$ cat src/rtl/piso_frame_tx.sv
// Parallel-in/serial-out frame transmitter: start bit, data MSB-first,
// optional parity bit, stop bit. Feeds the serial input of a downstream shift register.
module piso_frame_tx #(
  parameter int unsigned WIDTH      = 4,
  parameter int unsigned PARITY_EN  = 1,
  parameter int unsigned PARITY_ODD = 0
) (
  input  logic             clk,
  input  logic             reset_n,
  input  logic [WIDTH-1:0] din,
  input  logic             din_valid,
  output logic             din_ready,
  output logic             sout,
  output logic             sout_valid,
  output logic             busy,
  output logic             frame_done
);

  localparam int unsigned CW = $clog2(WIDTH) + 1;
  localparam logic [CW-1:0] LAST = CW'(WIDTH - 1);
  localparam logic PAR_INV = (PARITY_ODD != 0);

  typedef enum logic [2:0] {
    S_IDLE,
    S_START,
    S_DATA,
    S_PARITY,
    S_STOP
  } state_t;

  state_t           state_q, state_d;
  logic [CW-1:0]    cnt_q, cnt_d;
  logic [WIDTH-1:0] buf_q, buf_d;
  logic             par_q, par_d;
  // Holds off din_ready until the first edge with reset_n sampled high.
  logic             rdy_en_q;

  always_ff @(posedge clk) begin
    if (!reset_n) begin
      state_q  <= S_IDLE;
      cnt_q    <= '0;
      buf_q    <= '0;
      par_q    <= 1'b0;
      rdy_en_q <= 1'b0;
    end else begin
      state_q  <= state_d;
      cnt_q    <= cnt_d;
      buf_q    <= buf_d;
      par_q    <= par_d;
      rdy_en_q <= 1'b1;
    end
  end

  always_comb begin
    state_d    = state_q;
    cnt_d      = cnt_q;
    buf_d      = buf_q;
    par_d      = par_q;
    sout       = 1'b1;
    sout_valid = 1'b0;
    busy       = 1'b1;
    frame_done = 1'b0;
    din_ready  = 1'b0;

    unique case (state_q)
      S_IDLE: begin
        busy      = 1'b0;
        din_ready = rdy_en_q;
        if (din_valid && rdy_en_q) begin
          buf_d   = din;
          par_d   = (^din) ^ PAR_INV;
          cnt_d   = '0;
          state_d = S_START;
        end
      end
      S_START: begin
        sout    = 1'b0;
        cnt_d   = '0;
        state_d = S_DATA;
      end
      S_DATA: begin
        sout       = buf_q[WIDTH-1];
        sout_valid = 1'b1;
        buf_d      = {buf_q[WIDTH-2:0], 1'b0};
        if (cnt_q == LAST) begin
          cnt_d   = '0;
          state_d = (PARITY_EN != 0) ? S_PARITY : S_STOP;
        end else begin
          cnt_d = cnt_q + CW'(1);
        end
      end
      S_PARITY: begin
        sout    = par_q;
        state_d = S_STOP;
      end
      S_STOP: begin
        frame_done = 1'b1;
        din_ready  = rdy_en_q;
        // An accept here chains the next frame with no idle gap.
        if (din_valid && rdy_en_q) begin
          buf_d   = din;
          par_d   = (^din) ^ PAR_INV;
          cnt_d   = '0;
          state_d = S_START;
        end else begin
          state_d = S_IDLE;
        end
      end
      default: begin
        state_d = S_IDLE;
      end
    endcase
  end

endmodule

$ cat config.mk
export PLATFORM = sky130hd
export DESIGN_NAME = piso_frame_tx
export DESIGN_NICKNAME = d
export VERILOG_FILES = /design/src/rtl/piso_frame_tx.sv
export SDC_FILE = /design/constraint.sdc
export NUM_CORES = 1
export LEC_CHECK = 0
export CAP_MARGIN = 20
export CORE_MARGIN = 1
export CORE_UTILIZATION = 45
export CTS_CLUSTER_SIZE = 16
export DETAILED_ROUTE_END_ITERATION = 16
export PLACE_DENSITY = 0.73
export SLEW_MARGIN = 20
export SYNTH_ARGS = -nofsm -noshare
export SYNTH_HDL_FRONTEND = slang
export SYNTH_SLANG_ARGS = --single-unit
$ cat constraint.sdc
create_clock -name clk -period 1.9 [get_ports clk]
set_clock_uncertainty 0.2 [all_clocks]
set_input_delay 0.285 -clock clk [delete_from_list [all_inputs] [get_ports clk]]
set_output_delay 0.285 -clock clk [all_outputs]
set_load 0.02 [all_outputs]
==> metrics.sh <==
OUTCOME='completed'
VIA_COUNT=551
SETUP-TNS-FINAL_NS=0
FIN_CRIT_SH_PCT=96.2
CRIT_PATH_END_KIND='output pin'
SHARE_OF_SYNTHESIZED_AREA_OCCUPIED_BY_FLIP_FLOPS_AND_LATCHES_PCT=37.1
TIMING.HOLD.WORST.CLASS='reg -> reg'
SETUP_VIOL_COUNT_FINAL=0
CRIT_SLOWEST_CELL='sky130_fd_sc_hd__dfxtp_2'
SEQUENTIAL_CELL_AREA_UM2=241
DRIVE_GT1_SHARE_PCT=15.6
COMPOUND_GATE_FRACTION_OF_SYNTH_AREA_PCT=17.8
CTS_TREE='done'
SYNTH_FP_NETS=82
LAYOUT_SETUP_WS_NS=0.0727
FLOORPLAN.CORE_AREA_UM2=1320
CRITICAL-PATH-MAX-STAGE-DELAY_NS=0.35
POST_SYNTH_MAIN_AREA_CONTRIBUTORS='sky130_fd_sc_hd__dfxtp_1 (37%), sky130_fd_sc_hd__xnor2_1 (5.4%), sky130_fd_sc_hd__mux2i_1 (4.6%)'
GRT_USE_TOTAL_PCT=19.2
PORT-BUFFER-COUNT=11
GRT_PASS1_WL_UM=1930
SYNTHDOMINANTAREACELLTYPE='sky130_fd_sc_hd__dfxtp_1'
CP_NUM_BUF_INV=2
AREA.GROWTH.SYNTH_TO_FINAL_PCT=28.0
FILLER_CELL_COUNT=122
PATH_MAX_FANOUT=12
MAXIMUM_NUMBER_OF_PINS_ON_ONE_NET_BEFORE_GLOBAL_ROUTE_REPAIR=13
CLK_PIN_SLEW_WORST_PATHS_NS=0.08
MULTI_INPUT_AREA_UM2=367
SYNTH-SEQ-CELLS=12
MUXSHAREOFSYNTHAREA_PCT=4.63
YS.WARNINGS.COUNT=0
CTS_INSERTED_BUFFERS=3
ROUTE.FINAL.WIRE_LENGTH_UM=1230
VIA_COUNT_OF_THE_FIRST_GLOBAL_ROUTING_PASS=437
FINAL_CELL_MIX='sky130_fd_sc_hd__dfxtp_1 (11), sky130_fd_sc_hd__buf_4 (7), sky130_fd_sc_hd__nand2_1 (6), sky130_fd_sc_hd__clkdlybuf4s50_1 (6)'
FINAL_NET_COUNT=99
HPWL_UM=920
DIE_SPAN_Y_UM=40.0
PLACEMENT_ROWS=13
YS_TYPES=34
IO-PIN-COUNT=12
SYNTH-ADDER-AREA-SHARE_PCT=1.93
ANTENNA_FOUND_INITIAL=0
WORST_EP_REQUIRED_TIME_NS=1.41
CRIT_CHAIN='buf_4 > nor3b_1 > clkdlybuf4s15_1'
GRT_SETUP_UNREPAIRED='false'
NUM_ANTENNA_CELLS=0
DRV_CAP=0
CTSROOTBUFFERMASTER='sky130_fd_sc_hd__clkbuf_4'
FINALHOLDVIOLATIONS=0
DRT_ITER0_MARKERS=10
VIAS_PER_CELL=5.25
DRT_PASS1_ITERATIONS=3
FIN_CRIT_NS=1.83
WORSTSKEWPAIRLATENCY_NS=0.28
CLOCK_SINKS=12
MAX-VDD-IR-DROP_uV=770
FINALMAXSLEWVIOLATIONS=0
CTS_HTREE_LEVELS=1
FINAL_COMMON_CELL='sky130_fd_sc_hd__dfxtp_1'
SYNTH_TOP_FAMILY_BY_AREA='simple AND/OR/NAND/NOR gates'
SYN_AVG_CELL_AREA_UM2=8.76
NETLIST_AREA_UM2=648
CRITICAL_PATH.STARTPOINT_TYPE='flip-flop'
ACTUAL_SLEW_AT_THE_WORST_MAX_SLEW_PIN_NS=0.345
ANTENNA_VIOLATING_NETS_POST_ROUTE=0
PATH_DELAY_FAMILY='buffers and inverters'
DESIGN_POWER_TOTAL_uW=595
FLIP_FLOP_CELL_WITH_THE_HIGHEST_COUNT_AFTER_SYNTHESIS='sky130_fd_sc_hd__dfxtp_1'
PLACE_CONGESTION=0.790
FP.DIEW_UM=40.0
SYNTH_SIMPLE_GATE_AREA_SHARE_PCT=26.8
CLOCK_PATH_BUFFERS=2
POWER_LEAKAGE_uW=0.000350
POWER_PER_CELL_AREA_nW_PER_UM2=717
POST-ROUTE-DRC-COUNT=0
CP_ARRIVAL_NS=1.34
TIMING.FMAX_MHz=547
SETUP.REG_TO_REG.WORST_SLACK_NS=0.25
DIEAREA_UM2=1600
POST_SYNTHESIS_SHARE_OF_CELL_AREA_SPENT_ON_XOR_AND_XNOR_GATES_PCT=5.41
SLEW-LIMIT-HEADROOM_PCT=76.7
INITIAL_CORE_UTILIZATION_PCT=49.2
DPL_WORST_SLACK_NS=0.0723
GLOBALROUTEOVERFLOWTOTAL=0
WIRE_PER_INST_UM=11.8
SYNTH-EDFF-COUNT=0
WORST-SETUP-PATH-TYPE='reg -> out'
TOP_AREA_CELL_TYPE_SHARE_OF_THE_NETLIST_AREA_PCT=37.1
SYNTH_CELLS=74
ASYNCSETRESETFLOPFRACSYNTH_PCT=0
==> metal layers <==
metal | part of all wire (%) | track usage (%)
met3 | 5.7 | 10.0
met4 | 0.89 | 5.17
met5 | 0 | 0
met2 | 41 | 25.0
met1 | 52 | 27.0
==> synth_stat cells, drive strengths merged, types with 2 or more instances <==
cell type	count
o21ai	3
nand2	6
a21oi	3
a311oi	2
nor3b	3
clkbuf	2
mux2i	3
o211ai	3
nor2	3
nand2b	4
nand3b	2
inv	2
dfxtp	12
buf	4
xnor2	4
==> state kept, by name (all words and copies together), names as in the netlist <==
name	cells
cnt_q	3
buf_q	4
rdy_en_q	1
par_q	1
state_q	3
==> worst register-to-register path: cells and delay by family (launching register included) <==
family / cells / cell delay, ns
DFF: 1 / 0.35
AOI/OAI and AO/OA: 1 / 0.24
buffers and inverters: 2 / 0.33
and+or+nand+nor: 1 / 0.46
==> cell families (layout without fill, tap and decap cells) <==
group / count (synthesis) / in the layout
flops: 12 / 12
fa+ha+maj: 1 / 1
compound gates: 17 / 17
xor+xnor: 4 / 4
simple gates: 29 / 29
mux: 3 / 3
buf+inv: 8 / 24
==> layout make-up <==
cell class	count	area share [%]
multi-input combinational	54	44.2
clock buffer	4	4.37
tap	15	2.26
timing repair buffer	18	19.2
sequential	12	29.1
inverter	2	0.905
==> final timing paths <==
path                                 start          to  cells after the start
worst max-delay path            state_q[1]  frame_done                      3
worst min-delay path              cnt_q[2]    cnt_q[2]                      2
worst max register to register  state_q[0]    cnt_q[0]                      4
worst min register to register    cnt_q[2]    cnt_q[2]                      2
==> what timing repair did <==
| action | CTS | global route |
|---|---|---|
| gates resized for setup | 5 | 3 |
| endpoints found under the setup margin | 5 | 3 |
| setup buffers | 0 | 0 |
| hold buffers | 0 | 0 |
==> metrics by stage <==
| stage | cell area (um2) | hold slack (ns) | cells | util [%] |
|---|---|---|---|---|
| global route | 830 | 0.260 | 105 | 63.0 |
| floorplan | 648 | 0.113 | 74 | - |
| CTS | 826 | 0.238 | 105 | 62.7 |
| detailed placement | 796 | 0.227 | 101 | 60.4 |
| global placement | 796 | 0.223 | 101 | 60.4 |
| finish | 830 | 0.239 | 105 | 63.0 |
==> where the power goes <==
group | switching, uW | internal [uW]
sequential | 8.88 | 265
combinational | 54.8 | 60.5
clock | 89.4 | 117
(Power assumes the default switching activity.)
